$ cat src/rtl/eth_tx_arb_pkg.sv
// eth_tx_arb_pkg: shared state type, frame defaults and small helpers
// for the GMII transmit arbiter and its round-robin picker.
package eth_tx_arb_pkg;

  typedef enum logic [1:0] {
    IDLE,
    GRANT,
    XMIT,
    IFG
  } arb_state_t;

  localparam int ETH_IFG_DEFAULT       = 12;
  localparam int ETH_MAX_FRAME_DEFAULT = 1522;

  // Width of an index into n requesters; never narrower than one bit.
  function automatic int idx_width(input int n);
    return (n > 1) ? $clog2(n) : 1;
  endfunction

  // 16-bit increment that sticks at all-ones instead of wrapping.
  function automatic logic [15:0] sat_inc16(input logic [15:0] v);
    return (v == 16'hFFFF) ? v : v + 16'd1;
  endfunction

endpackage

$ cat src/rtl/eth_rr_picker.sv
// eth_rr_picker: combinational round-robin picker. Scans req starting one
// past last_grant, wrapping, and returns the first set bit as a one-hot
// pick, its index and a valid flag. Shared with the RX buffer arbiter.
module eth_rr_picker
  import eth_tx_arb_pkg::*;
#(
  parameter  int NUM_REQ = 2,
  localparam int IDX_W   = idx_width(NUM_REQ)
) (
  input  logic [NUM_REQ-1:0] req,
  input  logic [IDX_W-1:0]   last_grant,
  output logic [NUM_REQ-1:0] pick,
  output logic [IDX_W-1:0]   pick_idx,
  output logic               pick_valid
);

  logic [IDX_W-1:0] cand_idx;

  // Walk the requesters in rotating priority order; the first hit wins.
  always_comb begin
    pick       = '0;
    pick_idx   = '0;
    pick_valid = 1'b0;
    cand_idx   = '0;
    for (int i = 0; i < NUM_REQ; i++) begin
      cand_idx = IDX_W'((int'(last_grant) + 1 + i) % NUM_REQ);
      if (!pick_valid && req[cand_idx]) begin
        pick_valid     = 1'b1;
        pick_idx       = cand_idx;
        pick[cand_idx] = 1'b1;
      end
    end
  end

endmodule

$ cat src/rtl/eth_tx_arbiter.sv
// eth_tx_arbiter: frame-level round-robin arbiter sharing one GMII TX path
// between several frame sources. Forwards the granted byte stream with one
// cycle of latency, enforces the inter-frame gap, times out requesters that
// never start and cuts frames that run past the maximum length.
// Optional build macro TX_ARB_STATS_EN adds per-requester completed-frame
// counters and a combined abort/timeout counter.
module eth_tx_arbiter
  import eth_tx_arb_pkg::*;
#(
  parameter int NUM_REQ         = 2,
  parameter int IFG_CYCLES      = ETH_IFG_DEFAULT,
  parameter int START_TIMEOUT   = 16,
  parameter int MAX_FRAME_BYTES = ETH_MAX_FRAME_DEFAULT
) (
  input  logic                 gmii_tx_clk,
  input  logic                 gmii_tx_rst,
  input  logic                 arb_hold,
  input  logic [NUM_REQ-1:0]   req,
  output logic [NUM_REQ-1:0]   grant,
  input  logic [NUM_REQ-1:0]   src_tx_en,
  input  logic [NUM_REQ*8-1:0] src_txd,
  output logic                 gmii_tx_en,
  output logic [7:0]           gmii_txd,
  output logic                 arb_busy,
  output logic                 start_timeout_err,
  output logic                 frame_abort
`ifdef TX_ARB_STATS_EN
  ,
  output logic [NUM_REQ*16-1:0] frame_cnt,
  output logic [15:0]           abort_cnt
`endif
);

  localparam int IDX_W  = idx_width(NUM_REQ);
  localparam int TO_W   = $clog2(START_TIMEOUT + 1);
  localparam int IFG_W  = $clog2(IFG_CYCLES + 1);
  localparam int BYTE_W = $clog2(MAX_FRAME_BYTES + 1);

  localparam logic [IDX_W-1:0]  LAST_INIT = IDX_W'(NUM_REQ - 1);
  localparam logic [TO_W-1:0]   TO_LAST   = TO_W'(START_TIMEOUT - 1);
  localparam logic [TO_W-1:0]   TO_MAX    = TO_W'(START_TIMEOUT);
  localparam logic [IFG_W-1:0]  IFG_LAST  = IFG_W'(IFG_CYCLES - 1);
  localparam logic [BYTE_W-1:0] BYTE_MAX  = BYTE_W'(MAX_FRAME_BYTES);

  arb_state_t        state;
  logic [IDX_W-1:0]  last_grant;
  logic [TO_W-1:0]   timer;
  logic [IFG_W-1:0]  ifg_cnt;
  logic [BYTE_W-1:0] byte_cnt;

  logic [NUM_REQ-1:0] pick;
  logic [IDX_W-1:0]   pick_idx;
  logic               pick_valid;

  // last_grant doubles as the index of the current owner once granted,
  // so the source mux needs no separate select register.
  logic       gnt_req;
  logic       gnt_tx_en;
  logic [7:0] gnt_txd;

  assign gnt_req   = req[last_grant];
  assign gnt_tx_en = src_tx_en[last_grant];
  assign gnt_txd   = src_txd[{last_grant, 3'b000} +: 8];
  assign arb_busy  = (state != IDLE);

  eth_rr_picker #(
    .NUM_REQ (NUM_REQ)
  ) u_picker (
    .req        (req),
    .last_grant (last_grant),
    .pick       (pick),
    .pick_idx   (pick_idx),
    .pick_valid (pick_valid)
  );

  // Arbitration FSM; every output is registered here so the GMII side sees
  // a clean one-cycle pipeline and the error flags are single-cycle pulses.
  always_ff @(posedge gmii_tx_clk) begin
    if (gmii_tx_rst) begin
      state             <= IDLE;
      grant             <= '0;
      gmii_tx_en        <= 1'b0;
      gmii_txd          <= '0;
      start_timeout_err <= 1'b0;
      frame_abort       <= 1'b0;
      last_grant        <= LAST_INIT;
      timer             <= '0;
      ifg_cnt           <= '0;
      byte_cnt          <= '0;
`ifdef TX_ARB_STATS_EN
      frame_cnt         <= '0;
      abort_cnt         <= '0;
`endif
    end else begin
      start_timeout_err <= 1'b0;
      frame_abort       <= 1'b0;
      gmii_tx_en        <= 1'b0;
      gmii_txd          <= '0;
      case (state)
        IDLE: begin
          if (!arb_hold && pick_valid) begin
            grant      <= pick;
            last_grant <= pick_idx;
            timer      <= '0;
            state      <= GRANT;
          end
        end
        GRANT: begin
          if (gnt_tx_en) begin
            gmii_tx_en <= 1'b1;
            gmii_txd   <= gnt_txd;
            byte_cnt   <= BYTE_W'(1);
            state      <= XMIT;
          end else if (!gnt_req) begin
            grant <= '0;
            state <= IDLE;
          end else if (timer == TO_LAST) begin
            grant             <= '0;
            start_timeout_err <= 1'b1;
            ifg_cnt           <= '0;
            state             <= IFG;
`ifdef TX_ARB_STATS_EN
            abort_cnt         <= sat_inc16(abort_cnt);
`endif
          end else if (timer != TO_MAX) begin
            timer <= timer + 1'b1;
          end
        end
        XMIT: begin
          if (!gnt_tx_en) begin
            grant   <= '0;
            ifg_cnt <= '0;
            state   <= IFG;
`ifdef TX_ARB_STATS_EN
            frame_cnt[{last_grant, 4'b0000} +: 16] <=
              sat_inc16(frame_cnt[{last_grant, 4'b0000} +: 16]);
`endif
          end else if (byte_cnt >= BYTE_MAX) begin
            frame_abort <= 1'b1;
            grant       <= '0;
            ifg_cnt     <= '0;
            state       <= IFG;
`ifdef TX_ARB_STATS_EN
            abort_cnt   <= sat_inc16(abort_cnt);
`endif
          end else begin
            gmii_tx_en <= 1'b1;
            gmii_txd   <= gnt_txd;
            byte_cnt   <= byte_cnt + 1'b1;
          end
        end
        IFG: begin
          if (ifg_cnt >= IFG_LAST) begin
            state <= IDLE;
          end else begin
            ifg_cnt <= ifg_cnt + 1'b1;
          end
        end
        default: begin
          grant <= '0;
          state <= IDLE;
        end
      endcase
    end
  end

endmodule

$ cat config.mk
export PLATFORM = sky130hd
export DESIGN_NAME = eth_tx_arbiter
export DESIGN_NICKNAME = d
export VERILOG_FILES = /design/src/rtl/eth_tx_arb_pkg.sv /design/src/rtl/eth_rr_picker.sv /design/src/rtl/eth_tx_arbiter.sv
export SDC_FILE = /design/constraint.sdc
export NUM_CORES = 1
export LEC_CHECK = 0
export ABC_AREA = 1
export BUFFER_PORTS_ARGS = -buffer_cell sky130_fd_sc_hd__buf_4
export CORE_MARGIN = 1
export CORE_UTILIZATION = 55
export CTS_CLUSTER_SIZE = 16
export DETAILED_ROUTE_END_ITERATION = 10
export PLACE_DENSITY = 0.88
export SYNTH_ARGS = -nofsm -noshare
export SYNTH_HDL_FRONTEND = slang
export SYNTH_SLANG_ARGS = --single-unit
export TNS_END_PERCENT = 50
$ cat constraint.sdc
create_clock -name gmii_tx_clk -period 2.35 [get_ports gmii_tx_clk]
set_clock_uncertainty 0.05 [all_clocks]
set_input_delay 0.47 -clock gmii_tx_clk [delete_from_list [all_inputs] [get_ports gmii_tx_clk]]
set_output_delay 0.47 -clock gmii_tx_clk [all_outputs]
set_load 0.02 [all_outputs]
Word-level counts from Yosys, hierarchy flattened
Index checks and enable logic that the tools add are counted.
{"block": "totals", "ff_bits": 36, "input_bits": 23}
{"block": "op_classes", "n_addsub": 5, "order_cmp": 7, "eq_ne": 19, "shifts": 1, "muxes": 60, "n_bitwise": 5, "reduce_logical": 20}
{"operator": "$mux 11", "count": 3}
{"operator": "$mux 2", "count": 15}
{"operator": "$mux 5", "count": 5}
{"operator": "$mux 4", "count": 6}
{"operator": "$mux 8", "count": 3}
{"operator": "$ne 2x2->1 const B", "count": 11}
{"operator": "$pmux 11 s2", "count": 1}
{"operator": "$mux 1", "count": 19}
{"operator": "$pmux 8 s2", "count": 1}
{"operator": "$shiftx 16x5->8", "count": 1}
{"operator": "$pmux 4 s3", "count": 1}
{"operator": "$reduce_and 6->1", "count": 2}
{"operator": "$add 11x1->11 const B", "count": 1}
{"operator": "$ge 11x11->1 const B", "count": 1}
{"operator": "$pmux 5 s2", "count": 1}
{"operator": "$pmux 2 s4", "count": 1}
{"operator": "$reduce_and 4->1", "count": 2}
{"operator": "$lt 1x2->1 const B", "count": 3}
{"operator": "$ne 3x3->1 const B", "count": 2}
{"operator": "$pmux 2 s3", "count": 1}
{"operator": "$reduce_bool 2->1", "count": 3}
{"operator": "$reduce_bool 3->1", "count": 2}
{"operator": "$add 5x1->5 const B", "count": 1}
{"operator": "$eq 5x4->1 const B", "count": 1}
{"operator": "other kinds (19)", "count": 30}

Depth between registers and ports, before layout
Gate-level depths: netlist of run 1.
{"block": "logic_depth", "depth_word": 10, "ltp_mapped": 12}

Hierarchy
A second synthesis of run 1 with hierarchy kept.
{"block": "unflattened", "cells_unflattened": 282, "hier_area_um2": 2050.7}
{"module": "eth_tx_arbiter", "instances": 1, "cells_per_inst": 275, "area_each_um2": 2020.7, "seq_area_each_um2": 720.7}
{"module": "eth_rr_picker", "instances": 1, "cells_per_inst": 7, "area_each_um2": 30.0, "seq_area_each_um2": 0.0}

Worst setup path before layout of run 1
No wires, ideal clock.
{"block": "synth_timing", "path_kind": "register to register", "startpoint": "reg state[0]", "endpoint": "reg ifg_cnt[1]", "setup_ns": 0.117, "t_arrival_ns": 1.575, "required_ns": 2.183, "path_slack_ns": 0.607, "path_stages_with_launch": 9, "synth_period_minus_slack_ns": 1.743, "path_cell_list": "dfxtp_1 -> inv_1 -> ha_1 -> inv_1 -> o21ai_0 -> nor2_2 -> nand3_1 -> o21ai_0 -> nor2_1"}
{"block": "synth_via", "elab_chain_len": 3, "word_cells_on_any_way": 11, "cone_classes": "eq/ne: 8; mux: 1; reduce/logical: 2"}
{"item": "start, declared", "line_no": "eth_tx_arbiter.sv:45", "text": "arb_state_t state;"}
{"item": "start signal, assigned", "line_no": "eth_tx_arbiter.sv:80", "text": "state <= IDLE;"}
{"item": "start signal, assigned", "line_no": "eth_tx_arbiter.sv:105", "text": "state <= GRANT;"}
{"item": "start signal, assigned", "line_no": "eth_tx_arbiter.sv:113", "text": "state <= XMIT;"}
{"item": "$eq 2x2->1 / $eq 2x1->1 (equally long branches)", "line_no": "eth_tx_arbiter.sv:99", "text": "case (state)"}
{"item": "$ne 3x3->1 (no source line) (tied with other cells)"}
{"item": "$reduce_and 6->1 (no source line)"}
{"item": "end signal, assigned", "line_no": "eth_tx_arbiter.sv:156", "text": "ifg_cnt <= ifg_cnt + 1'b1;"}
{"item": "end, declared", "line_no": "eth_tx_arbiter.sv:48", "text": "logic [IFG_W-1:0] ifg_cnt;"}
Parallel ways exist; a longest one is shown, timed or not.
A chain may end at the register's enable or synchronous reset.

Worst setup path in the final report of run 1
{"block": "layout_timing", "startpoint": "reg state[0]", "endpoint": "out arb_busy"}
{"block": "layout_via", "elab_chain_len": 1}
{"item": "$reduce_bool 2->1", "line_no": "eth_tx_arbiter.sv:64", "text": "assign arb_busy = (state != IDLE);"}
{"item": "end, declared", "line_no": "eth_tx_arbiter.sv:24", "text": "output logic arb_busy,"}
No other way between the ends.

==> impl_metrics.yaml, run 1 <==
detailed_routing:
  via_count: 1944
  route.detailed.drc: 0
  ant_nets: 0
  routedWlPerCell_um: 11.0
  avgViaCountPerCell: 5.12
  finalWirelength_um: 4170
  drt_iter0_markers: 117
  first_pass_iters: 4
power_and_ir_drop:
  switching_power_mw: 0.892
  switching_share_pct: 39.0
  sequentialPowerShare_pct: 33.5
  intPower_mw: 1.40
  vdd_drop_max_mv: 0.571
  clkPwrFrac_pct: 25.9
  p_leak_nw: 1.08
  powerDensity_mw_per_mm2: 912
  share_comb_of_total_power_pct: 40.7
synth:
  synth_edf_count: 0
  syn_nets: 325
  synthSimpleGateAreaFrac_pct: 33.3
  synth_compound_area_share_pct: 15.0
  ys_seq_elements: 36
  synth_cells: 292
  synth_area_per_cell_um2: 7.18
  yosysSeqAreaShare_pct: 34.4
  yosys_most_used_dff: "dfxtp_1"
  synth_area_mm2: 0.00210
  synth_fa_ha_area_share_pct: 5.97
  async_flop_share_pct: 0
  synth_xor_area_share_pct: 1.67
  synth_mux_area_share_pct: 0
  synth_top_family_by_area: "simple AND/OR/NAND/NOR gates"
  yosysUniqueCellTypes: 35
  ys_warn_count: 0
run_status:
  run_status: "complete, no violations"
grt:
  grt_pass1_wl_um: 7670
  track_usage_pct: 23.6
  grt_pass1_vias: 1867
  grt.overflow.total: 0
  grt_max_degree: 16
  antenna_found_initial: 0
sta:
  finalSetupTns_ps: 0
  layout_min_cycle_time_ps: 1910
  final_max_slew_viol_count: 0
  max-slew-margin-rel_pct: 74.7
  hold_viol_final: 0
  worstMarginPinSlew_ps: 377
  setup_violations: 0
  fmax_mhz: 523
  rsz0062_at_grt: "false"
  layout_worst_path_cycle_share_pct: 81.4
clock_network:
  clk_pin_slew_ps: 70
  clock-root-buffer: "clkbuf_8"
  insertion_delay_ps: 290
  cts_buffers: 5
  cts_setup_buffers: 0
  ctsHoldBuffers: 0
  cts_sinks: 36
  clockBufferDepth: 2
  post_cts_resized: 0
  cts_tree: "built"
  htreeDepth: 2
floorplan:
  fp.dieH_um: 63.7
  core_area_mm2: 0.00366
  start_util_pct: 57.2
  dieArea_mm2: 0.00406
  num_rows: 22
  die_x_um: 63.7
  io_pins: 37
layout:
  utilization_pct: 68.6
  nFillCells: 306
  ff_latch_area_um2: 721
  layout_common_cells: "nand2_1 (67), inv_1 (37), buf_4 (37), dfxtp_1 (36), nor2_1 (29)"
  drive_gt1_share_pct: 22.0
  diodes: 0
  multiInputGateArea_mm2: 0.00117
  finalNetCount: 364
  synthToLayoutAreaGrowth_pct: 19.8
  final_common_cell: "nand2_1"
critical_path:
  arrival_ps: 1390
  end_kind: "output pin"
  setup.worst_path.start_class: "register"
  path_class: "reg2out"
  required_ps: 1830
  worst-path-max-fanout: 6
min_path:
  hp-class: "in2reg"
run:
  max_cap_viol_count: 0
place:
  hpwl_um: 3210
  port_buffers: 36
  place.gp.congestion: 0.870
-- cells in the mapped netlist (2+ instances only) --
library cell	number	area [um2]
o21ai_1	3	15.0
nand2_4	4	45.0
a21oi_2	4	35.0
clkinv_1	2	7.51
nand2_2	3	18.8
nand3_1	16	80.1
nand4_1	7	43.8
clkbuf_1	2	7.51
nor3_1	8	40.0
o21ai_0	12	60.1
nor2_2	3	18.8
a21oi_1	23	115
nand2_1	67	251
xor2_1	4	35.0
buf_6	2	22.5
o21ai_2	3	26.3
dfxtp_1	36	721
inv_2	2	7.51
nor2_1	29	109
ha_1	10	125
nor3_2	2	20.0
inv_1	37	139
-- path summary, 6_finish.rpt --
check	from	slack [ps]	cells after the start	to
hold reg to reg	grant[0]$_SDFFE_PP0P_	410	2	grant[0]$_SDFFE_PP0P_
hold / removal	gmii_tx_rst	380	2	byte_cnt[5]$_SDFFE_PP0P_
setup / recovery	state[0]$_SDFFE_PP0P_	440	4	arb_busy
setup reg to reg	register	440	8	byte_cnt[9]$_SDFFE_PP0P_
-- metrics by stage --
step	setup slack [ps]	instances	hold WS, ps	cell area [um2]	total power, mW
after global placement	504	372	405	2380	1.67
after global routing	260	380	377	2510	2.47
final	437	380	380	2510	2.29
after floorplan	607	292	403	2100	1.51
after CTS	426	380	377	2510	2.30
after detailed placement	435	372	402	2380	1.71
-- power by group through the flow --
stage          registers (mW)  logic [mW]  clock network [mW]
2_1_floorplan           0.786       0.728                   0
3_3_place_gp            0.773       0.899                   0
3_5_place_dp            0.778       0.931                   0
4_1_cts                 0.766       0.936               0.601
5_1_grt                 0.779        1.07               0.628
6_report                0.766       0.931               0.592
-- final cells by class --
type	count	share of cell area, %
timing repair buffer	37	11.1
clock buffer	7	3.84
inverter	41	6.13
sequential	36	28.7
clock inverter	1	1.20
tap	48	2.39
multi-input combinational	210	46.7
-- critical path, stage by stage, from the launching register on --
cell and delay (ps):
dfxtp_1 430, inv_1 110, ha_1 230, inv_1 170
buf_4 180
-- per-layer routing --
layer,global-route usage (%),routed length [um]
met4,7.39,54
met1,27.9,1850
met2,42.0,2100
met3,5.00,159
met5,0,0
-- logic make-up (layout without fill, tap and decap cells) --
group                      count (synthesis)  count (layout)
AOI/OAI and AO/OA                         51              51
xor gates and xnor gates                   4               4
adders and majority gates                 10              10
buffers and inverters                     46              86
DFF                                       36              36
and+or+nand+nor                          145             145
-- registers in the layout, summed over array words and instances, names as in the netlist, named ones only --
register           flops
gmii_txd               8
byte_cnt              11
state                  1
start_timeout_err      1
grant                  2
last_grant             1
timer                  5
gmii_tx_en             1
ifg_cnt                4
frame_abort            1
(Power assumes the default switching activity.)
==> run 2, diff against run 1 <==
==> constraint.sdc (replaced) <==
create_clock -name gmii_tx_clk -period 1.9 [get_ports gmii_tx_clk]
set_clock_uncertainty 0.05 [all_clocks]
set_input_delay 0.38 -clock gmii_tx_clk [delete_from_list [all_inputs] [get_ports gmii_tx_clk]]
set_output_delay 0.38 -clock gmii_tx_clk [all_outputs]
set_load 0.02 [all_outputs]
==> run 2 against run 1 <==
Clock power shrank 4.7%. Hold slack worse by 94 ps. First-iteration DRC count shrank 53%. Sequential cell count unchanged.
==> impl_metrics.yaml, run 2 (same netlist as run 1, synthesis figures left out) <==
critical_path:
  path_class: "reg2out"
  arrival_ps: 1420
  crit_start: "state[0]$_SDFFE_PP0P_"
  rr_startpoint: "state[0]$_SDFFE_PP0P_"
  end_kind: "output pin"
  setup.worst_path.start_class: "register"
  required_ps: 1470
  worst-path-max-fanout: 6
clock_network:
  clk_pin_slew_ps: 70
  htreeDepth: 2
  cts_sinks: 36
  insertion_delay_ps: 290
  ctsHoldBuffers: 0
  cts_tree: "built"
  cts_buffers: 5
  clockBufferDepth: 2
  clock-root-buffer: "clkbuf_8"
place:
  placed_area_mm2: 0.00244
  port_buffers: 36
  dp_cells: 379
  place.gp.congestion: 0.913
  hpwl_um: 3420
grt:
  antenna_found_initial: 0
  track_usage_pct: 24.3
  grt_pass1_wl_um: 7740
  grt.overflow.total: 0
  grt_pass1_vias: 1884
  grt_max_degree: 16
sta:
  finalSetupTns_ps: 0
  worstMarginPinSlew_ps: 461
  max-slew-margin-rel_pct: 69.0
  fmax_mhz: 541
  hold_viol_final: 0
  layout_min_cycle_time_ps: 1850
  final_max_slew_viol_count: 0
  setup_violations: 0
  rsz0062_at_grt: "true"
  layout_worst_path_cycle_share_pct: 97.2
detailed_routing:
  first_pass_iters: 4
  via_count: 2052
  finalWirelength_um: 4670
  drt_iter0_markers: 55
  routedWlPerCell_um: 12.0
  ant_nets: 0
  route.detailed.drc: 0
  avgViaCountPerCell: 5.28
layout:
  layout_common_cells: "nand2_1 (67), buf_4 (45), inv_1 (37), dfxtp_1 (33), nor2_1 (29)"
  final_common_cell: "nand2_1"
  drive_gt1_share_pct: 25.8
  largest_register_ffs: 11
  fin_area_mm2: 0.00259
  reg.largest.list: "byte_cnt (11), gmii_txd (8), timer (5)"
  diodes: 0
  utilization_pct: 70.6
  nFillCells: 286
  top_register: "byte_cnt"
  synthToLayoutAreaGrowth_pct: 23.4
  finalNetCount: 373
  stdcell_count: 389
floorplan:
  fp.dieH_um: 63.7
  num_rows: 22
  core_area_mm2: 0.00366
  die_x_um: 63.7
  io_pins: 37
  dieArea_mm2: 0.00406
  start_util_pct: 57.2
power_and_ir_drop:
  powerDensity_mw_per_mm2: 1090
  p_leak_nw: 1.12
  vdd_drop_max_mv: 0.708
run:
  max_cap_viol_count: 0
min_path:
  hp-class: "in2reg"
  hp-start: "src_txd[3]"
run_status:
  run_status: "complete, no violations"
run 2: per-stage QoR:
stage	power (mW)	worst slack (ps)	hold slack, ps
2_1_floorplan	1.87	157	403
3_3_place_gp	2.15	114	407
3_5_place_dp	2.19	63.4	412
4_1_cts	2.76	49.5	283
5_1_grt	3.04	-42.9	291
6_report	2.82	52.5	286
run 2: final cells by class:
cell class                      instances  area [um2]  share of cell area, %
Multi-Input combinational cell        210        1200                   46.3
Sequential cell                        36         724                   28.0
Timing Repair Buffer                   46         358                   13.8
Inverter                               41         154                   5.95
Clock buffer                            6        82.6                   3.19
Tap cell                               48        60.1                   2.32
Clock inverter                          2        10.0                  0.387
run 2: path summary, 6_finish.rpt:
path              slack, ps                     end  cells after the start
setup / recovery         50                arb_busy                      5
hold reg to reg         420   grant[0]$_SDFFE_PP0P_                      2
setup reg to reg         90                register                     10
hold / removal          290  gmii_txd[3]$_SDFF_PP0_                      3
run 2: metal layers:
| layer | up-vias | routed length, um | track usage (%) |
|---|---|---|---|
| met3 | 10 | 207 | 7.14 |
| met5 | - | 0 | 0 |
| met4 | 0 | 103 | 11.1 |
| met1 | 957 | 1970 | 26.6 |
| li1 | 1042 | - | - |
| met2 | 43 | 2390 | 42.7 |
run 2: critical path, stage by stage (launching register included):
cell     delay [ps]
dfxtp_2         390
inv_1            90
ha_1            230
inv_1           130
buf_4           150
buf_4           130
run 2: where the power goes:
group          switching, mW  internal [mW]  total, mW
Clock                  0.275          0.289      0.564
Combinational          0.803          0.500       1.30
Sequential            0.0883          0.862      0.951
Total                   1.17           1.65       2.82
run 2: repair_timing:
item | in CTS | in global routing
setup buffers | 0 | 2
gates resized for setup | 1 | 9
setup endpoints to repair | 1 | 22
pin swaps | 0 | 2
